**config.mk**
```make
export PLATFORM = sky130hd
export DESIGN_NAME = peripheral_flat
export DESIGN_NICKNAME = d
export VERILOG_FILES = /design/src/rtl/peripheral_if.sv /design/src/rtl/peripheral.sv /design/src/flat_wrapper.sv
export SDC_FILE = /design/constraint.sdc
export NUM_CORES = 1
export LEC_CHECK = 0
export BUFFER_PORTS_ARGS = -buffer_cell sky130_fd_sc_hd__buf_2
export CAP_MARGIN = 10
export CORE_MARGIN = 2
export CORE_UTILIZATION = 40
export CTS_BUF_LIST = sky130_fd_sc_hd__clkbuf_8
export CTS_CLUSTER_DIAMETER = 150
export DETAILED_ROUTE_END_ITERATION = 16
export PLACE_DENSITY = 0.68
export SLEW_MARGIN = 20
export SYNTH_ARGS = -nofsm -noshare
export SYNTH_HDL_FRONTEND = slang
export SYNTH_SLANG_ARGS = --single-unit
```
**constraint.sdc**
```tcl
create_clock -name clk -period 2.7 [get_ports clk]
set_input_delay 0.405 -clock clk [delete_from_list [all_inputs] [get_ports clk]]
set_output_delay 0.405 -clock clk [all_outputs]
set_load 0.01 [all_outputs]
```
**src/rtl/peripheral_if.sv**
```systemverilog
// CPU-side peripheral bus: read/write strobes, byte address, write data and combinational read data.
// The CPU drives the master modport and the peripheral block responds on the slave modport.
interface peripheral_if;
   logic        rd;
   logic        wr;
   logic [31:0] addr;
   logic [31:0] wdata;
   logic [31:0] rdata;

   modport master (output rd, output wr, output addr, output wdata, input rdata);
   modport slave  (input rd, input wr, input addr, input wdata, output rdata);
endinterface

```
**src/rtl/peripheral.sv**
```systemverilog
// Timer/LED/7-seg/switch/systick register block; reads are combinational and writes land on the edge.
// Never stalls: every strobe completes in the cycle it is presented.
module peripheral #(
   parameter logic [31:0] BASE = 32'h4000_0000
) (
   input  logic         clk,
   input  logic         reset,
   peripheral_if.slave  bus,
   output logic         irqout,
   output logic [7:0]   led,
   input  logic [7:0]   switch,
   output logic [11:0]  digi
);

   localparam logic [31:0] A_TH      = BASE + 32'h00;
   localparam logic [31:0] A_TL      = BASE + 32'h04;
   localparam logic [31:0] A_TCON    = BASE + 32'h08;
   localparam logic [31:0] A_LED     = BASE + 32'h0C;
   localparam logic [31:0] A_SWITCH  = BASE + 32'h10;
   localparam logic [31:0] A_DIGI    = BASE + 32'h14;
   localparam logic [31:0] A_SYSTICK = BASE + 32'h18;

   logic [31:0] th_q, th_d;
   logic [31:0] tl_q, tl_d;
   logic [2:0]  tcon_q, tcon_d;
   logic [7:0]  led_q, led_d;
   logic [11:0] digi_q, digi_d;
   logic [31:0] systick_q;
   logic [7:0]  sw_meta_q, sw_sync_q;

   logic wr_th, wr_tl, wr_tcon, wr_led, wr_digi;

   assign wr_th   = bus.wr && (bus.addr == A_TH);
   assign wr_tl   = bus.wr && (bus.addr == A_TL);
   assign wr_tcon = bus.wr && (bus.addr == A_TCON);
   assign wr_led  = bus.wr && (bus.addr == A_LED);
   assign wr_digi = bus.wr && (bus.addr == A_DIGI);

   always_comb begin
      bus.rdata = 32'h0;
      if (bus.rd) begin
         case (bus.addr)
            A_TH:      bus.rdata = th_q;
            A_TL:      bus.rdata = tl_q;
            A_TCON:    bus.rdata = {29'h0, tcon_q};
            A_LED:     bus.rdata = {24'h0, led_q};
            A_SWITCH:  bus.rdata = {24'h0, sw_sync_q};
            A_DIGI:    bus.rdata = {20'h0, digi_q};
            A_SYSTICK: bus.rdata = systick_q;
            default:   bus.rdata = 32'h0;
         endcase
      end
   end

   // Timer step first, then bus writes so a same-cycle write always wins; reload uses the old TH.
   always_comb begin
      th_d   = th_q;
      tl_d   = tl_q;
      tcon_d = tcon_q;
      led_d  = led_q;
      digi_d = digi_q;
      if (tcon_q[0]) begin
         if (tl_q == 32'hFFFF_FFFF) begin
            tl_d = th_q;
            if (tcon_q[1]) begin
               tcon_d[2] = 1'b1;
            end
         end else begin
            tl_d = tl_q + 32'd1;
         end
      end
      if (wr_th)   th_d   = bus.wdata;
      if (wr_tl)   tl_d   = bus.wdata;
      if (wr_tcon) tcon_d = bus.wdata[2:0];
      if (wr_led)  led_d  = bus.wdata[7:0];
      if (wr_digi) digi_d = bus.wdata[11:0];
   end

   always_ff @(posedge clk or negedge reset) begin
      if (!reset) begin
         th_q      <= 32'h0;
         tl_q      <= 32'h0;
         tcon_q    <= 3'h0;
         led_q     <= 8'h0;
         digi_q    <= 12'h0;
         systick_q <= 32'h0;
         sw_meta_q <= 8'h0;
         sw_sync_q <= 8'h0;
      end else begin
         th_q      <= th_d;
         tl_q      <= tl_d;
         tcon_q    <= tcon_d;
         led_q     <= led_d;
         digi_q    <= digi_d;
         systick_q <= systick_q + 32'd1;
         sw_meta_q <= switch;
         sw_sync_q <= sw_meta_q;
      end
   end

   assign irqout = tcon_q[1] & tcon_q[2];
   assign led    = led_q;
   assign digi   = digi_q;

endmodule

```
**src/flat_wrapper.sv**
```systemverilog
// flat-port wrapper written by rule: the top's interface ports become plain ports
module peripheral_flat 
#(
   parameter logic [31:0] BASE = 32'h4000_0000
)
  (clk, reset, irqout, led, switch, digi, bus_rd, bus_wr, bus_addr, bus_wdata, bus_rdata);
  peripheral_if bus_i ();
  input  logic clk;
  input  logic reset;
  output logic irqout;
  output logic [7:0] led;
  input  logic [7:0] switch;
  output logic [11:0] digi;
  input wire logic [$bits(bus_i.rd)-1:0] bus_rd;
  input wire logic [$bits(bus_i.wr)-1:0] bus_wr;
  input wire logic [$bits(bus_i.addr)-1:0] bus_addr;
  input wire logic [$bits(bus_i.wdata)-1:0] bus_wdata;
  output wire logic [$bits(bus_i.rdata)-1:0] bus_rdata;
  assign bus_i.rd = bus_rd;
  assign bus_i.wr = bus_wr;
  assign bus_i.addr = bus_addr;
  assign bus_i.wdata = bus_wdata;
  assign bus_rdata = bus_i.rdata;
  peripheral #(.BASE(BASE)) u_core (.clk(clk), .reset(reset), .bus(bus_i), .irqout(irqout), .led(led), .switch(switch), .digi(digi));
endmodule
```
# After elaboration in Yosys (flattened, before gate mapping)

Cells that the tools add are included.

Flip-flop bits (word level): 135
Bits in latches: 0
Memory bits (writable): 0
Memory bits (read-only): 0
Input port bits: 76
Output and inout port bits: 53
Logic and storage cells: 39
Memories kept: 0

Add/subtract/negate cells: 2
Multiply operators: 0
Div/mod/pow operators: 0
Magnitude comparators: 0
Equal/unequal tests: 8
Shift operators: 0
Muxes and demuxes: 9
Bitwise operators: 1
Reduce and logical (&&, ||, !) cells: 10

Operators with widths:

| kind                  | count |
|---|---|
| $eq 32x31->1 const B  | 7 |
| $pmux 32 s7           | 1 |
| $mux 32               | 4 |
| $add 32x1->32 const B | 2 |
| $eq 32x32->1 const B  | 1 |
| $reduce_bool 2->1     | 4 |
| $logic_and 1x1->1     | 5 |
| $mux 1                | 3 |
| $mux 3                | 1 |
| $reduce_and 3->1      | 1 |
| $and 1x1->1           | 1 |

# Depth between registers and ports, before layout

Depth after elaboration: 4
Mapped depth: 8
Gate-level depth less buffers: 7

# Least setup slack after synthesis

Ideal clock, no wire load.

Kind: input-to-output
From: input bus_addr[17]
To: output bus_rdata[21]
Arrival: 2.215 ns
Required time: 2.295 ns
Path slack: 0.080 ns
Stages: 8
Buffers on the path: 2
Cells stage by stage: or4_4 nand4bb_4 nor3_4 and3_1 buf_2 buf_4 a22oi_1 nor2_1

Cells in the longest elaborated chain, start to end: 3
Elaborated cells between the ends (all ways): 9
Those cells by class: eq/ne (7); mux (2)

Ends and longest elaborated chain:

| item            | line               | text |
|---|---|---|
| start, declared | flat_wrapper.sv:16 | `input wire logic [$bits(bus_i.addr)-1:0] bus_addr;` |
| $eq 32x31->1    | peripheral.sv:42   | `case (bus.addr)` |
| $pmux 32 s7 *   | peripheral.sv:42   |  |
| $mux 32 *       | peripheral.sv:41   | `if (bus.rd) begin` |
| end, declared   | flat_wrapper.sv:18 | `output wire logic [$bits(bus_i.rdata)-1:0] bus_rdata;` |

Mark *: on every way between the ends. The rest lies on a longest branch, timed or not.

# Worst setup path in the final report

From: input bus_addr[20]
To: output bus_rdata[10]

Same word-level chain as after synthesis.

==> run_results.csv <==
group,metric,value,unit
timing,slew_headroom,57.1,%
timing,hold_viol,0,
place,portBuffers,128,
clocking,cts.reportedPaths.clkPinSlew,0.08,ns
global_route,antenna_found_initial,0,
layout,antenna-diode-count,0,
layout,syn2layout_area_growth,22.9,%
worst_setup_path,required,2.30,ns
place,gpl.final_weighted_congestion,0.855,
layout,final_util,50.6,%
yosys,post_synth_inst_count,728,
clocking,clkLatencyLatePin,0.46,ns
timing,rsz0062_at_grt,"yes",
yosys,yosys_warnings,0,
worst_setup_path,timing.critical_path.arrival,2.32,ns
floorplanning,io_pins,129,
timing,worst_clock_skew,0.0121,ns
timing,post-route-period-util,101,%
place,dp_hpwl,14.9,mm
layout,layout-drive-gt1-share,35.5,%
timing,maxSlewViolCount,0,
place,placed_cells_incl_taps,1074,
timing,maxClockFrequency,366,MHz
yosys,netlist_top_cells_area,"dfrtp_1 45%, mux2_2 12%, mux2i_1 3.6%",
timing,worst_pin_slew,0.639,ns
run_status,status,"finished with violations",
drt,wl_met3,1.26,mm
flow_run,drv.max_cap_violation_count,0,
clocking,number_of_buffers_created_by_cts,17,
clocking,tritoncts_num_sinks,135,
drt,detail_route.wl_per_cell,18.9,um
floorplanning,rows,49,
drt,routed_wire_length,21.0,mm
worst_hold_path,worst_hold_path_type,"primary input to flop",
timing,layout_setup_ws,-0.0299,ns
pwr,power_per_cell_area,446,nW/um^2
run_status,violations,"negative setup slack",
floorplanning,die_height,140,um
drt,routed-via-count,6187,
yosys,yosysUniqueCellTypes,54,
pwr,static-leakage-power,4.26,nW
pwr,vdd_ir_drop_max,0.000321,V
worst_hold_path,min_delay_path_depth,1,
yosys,post-synth-top-area-fraction,45.4,%
clocking,clock_path_buffers,2,
drt,wl_met2,9.84,mm
drt,drtIter0Drc,553,
yosys,synth_area_per_cell,10.2,um^2
floorplanning,initial_utilization,41.1,%
yosys,synthesis.nets,806,
global_route,overflow,0,
clocking,cts-htree-levels,4,
yosys,synth_flop_cell,"dfrtp_1",
floorplanning,dieArea,19700,um^2
drt,ant_nets,0,
layout,net_count_reported_at_finish,946,
yosys,share_of_synthesized_registers_carrying_an_async_set_or_reset,100,%
timing,setup_viol,7,
worst_setup_path,critPathKind,"primary input to output port",
worst_setup_path,cp_max_fo,6,
floorplanning,core_area,18100,um^2
global_route,grt_pass1_wl,33.3,mm
drt,route.detailed.vias_per_inst,5.57,
worst_setup_path,end_kind,"output port",
worst_setup_path,number_of_cell_instances_on_the_worst_register_to_register_path,6,
place,place_ws,-0.0437,ns
layout,post_layout_nonfiller_instances,1110,
drt,drt_pre_antenna_iters,5,
yosys,synth_edf_count,0,
drt,number_of_remaining_drc_errors,0,
yosys,post_synth_instance_area,7440,um^2
clocking,cts_tree,"built",
drt,highest_layer,"met4",
drt,detail_route.wirelength.met1,9.54,mm
timing,final_period_minus_worst_setup_slack,2.73,ns
yosys,synth_sequential_area_ratio,45.4,%
yosys,synth_top_area_cell,"dfrtp_1",
clocking,clock-root-buffer,"clkbuf_8",
global_route,grtUsageTotal,21.7,%
timing,setup_total_negative_slack,-0.122,ns
global_route,vias_in_the_first_global_route,6025,
global_route,grt_start_max_net_pins,58,
worst_setup_path,worstSetupStartpointType,"primary input",
yosys,ys_seq_elements,135,
floorplanning,die_x,140,um
## cells in the mapped netlist, drive strengths merged, types with 3 or more instances
library cell  count
nor4             13
o211ai            4
a21oi            29
a211oi            4
mux2             86
nor2b             6
o21ai            26
or3               3
nand3            41
o22ai             3
and4              7
nand2            58
dfrtp           135
mux2i            27
clkbuf           27
and2             10
xnor2            29
a31oi             3
nor2             67
buf              18
a32oi             3
nor4b             3
nand4            18
xor2             13
and3             12
a22oi            27
a21o              9
inv               9
nor3             16
## state kept, by name, indices dropped and copies added (netlist names)
signal,flops
u_core.digi,12
u_core.led,8
u_core.sw_meta_q,8
u_core.sw_sync_q,8
u_core.systick_q,32
u_core.tcon_q,3
u_core.th_q,32
u_core.tl_q,32
## final timing paths
kind / startpoint / to / slack (ns)
max in group asynchronous: reset / u_core.tl_q[11] / 1.48
min reg2reg: u_core.sw_meta_q[1] / u_core.sw_sync_q[1] / 0.35
max: bus_addr[20] / bus_rdata[10] / -0.03
max reg2reg: u_core.tl_q[8] / u_core.tl_q[13] / 0.25
min: switch[7] / u_core.sw_meta_q[7] / 0.05
min in group asynchronous: reset / u_core.sw_meta_q[3] / 0.48
## timing repair
action | in CTS | in global routing
endpoints found under the hold margin | 53 | 0
setup endpoints to repair | 17 | 26
cloned | 1 | 1
pin swaps | 3 | 12
hold buffers | 1 | 0
setup buffers | 1 | 0
gates resized for setup | 5 | 17
## layer usage
layer	up-vias	global-route usage (%)
li1	2925	-
met4	0	6.80
met5	-	0
met2	191	33.1
met1	3047	31.1
met3	24	4.27
## through the flow
step	hold slack (ns)	instance area (um^2)	total power, mW
3_3_place_gp	0.333	8550	2.30
5_1_grt	0.0149	9150	4.22
4_1_cts	0.0264	9030	4.11
3_5_place_dp	0.335	8550	2.30
2_1_floorplan	0.109	7440	2.15
6_report	0.0505	9150	4.08
## where the power goes
group / total [mW] / switching, mW / internal, mW / leakage [nW]
registers: 2.03 / 0.00297 / 2.03 / 1.70
clock network: 1.81 / 0.878 / 0.933 / 0.205
logic: 0.230 / 0.137 / 0.0935 / 2.35
## kinds of logic (layout without fill, tap and decap cells)
kind of cell	count (synthesis)	after routing	share of synthesized area, %
AOI/OAI and AO/OA	120	120	10.5
xor gates and xnor gates	42	42	4.95
adders and majority gates	2	2	0.336
buffers and inverters	54	207	3.18
DFF	135	135	45.4
muxes	114	114	17.5
and+or+nand+nor	261	261	18.2
## placed cells by master, fill, tap and decap left out, drive strengths merged, types with 3 or more instances in the layout
cell type  Yosys  routed
clkinv         0       3
nor3          16      16
clkinvlp       0       3
a32oi          3       3
o22ai          3       3
a21oi         29      29
nand2         58      58
inv            9      15
and3          12      12
clkbuf        27      18
o21ai         26      26
a21o           9       9
dfrtp        135     135
nor2          67      67
nand3         41      41
nand4         18      18
a211oi         4       4
xor2          13      13
and2          10      10
nor4          13      13
nor2b          6       6
mux2          86      86
o211ai         4       4
nor4b          3       3
and4           7       7
mux2i         27      27
or3            3       3
buf           18     164
a31oi          3       3
bufinv         0       3
a22oi         27      27
xnor2         29      29
## worst max-delay path, cell delays in order
cell	delay [ns]
buf_6	0.09
or4_4	0.52
nand4bb_4	0.26
buf_6	0.15
nor4b_4	0.22
buf_6	0.18
clkbuf_16	0.17
a32oi_2	0.05
nor2_1	0.11
buf_2	0.16
## area by class of cell
| class | count | area, um^2 |
|---|---|---|
| inverters | 9 | 33.8 |
| fillers | 1619 | 8940 |
| clock inverters | 15 | 191 |
| multi-input cells | 539 | 3920 |
| clock buffers | 17 | 234 |
| flip-flops and latches | 135 | 3380 |
| well taps | 229 | 287 |
| repair buffers | 166 | 1100 |
(Power assumes the default switching activity.)
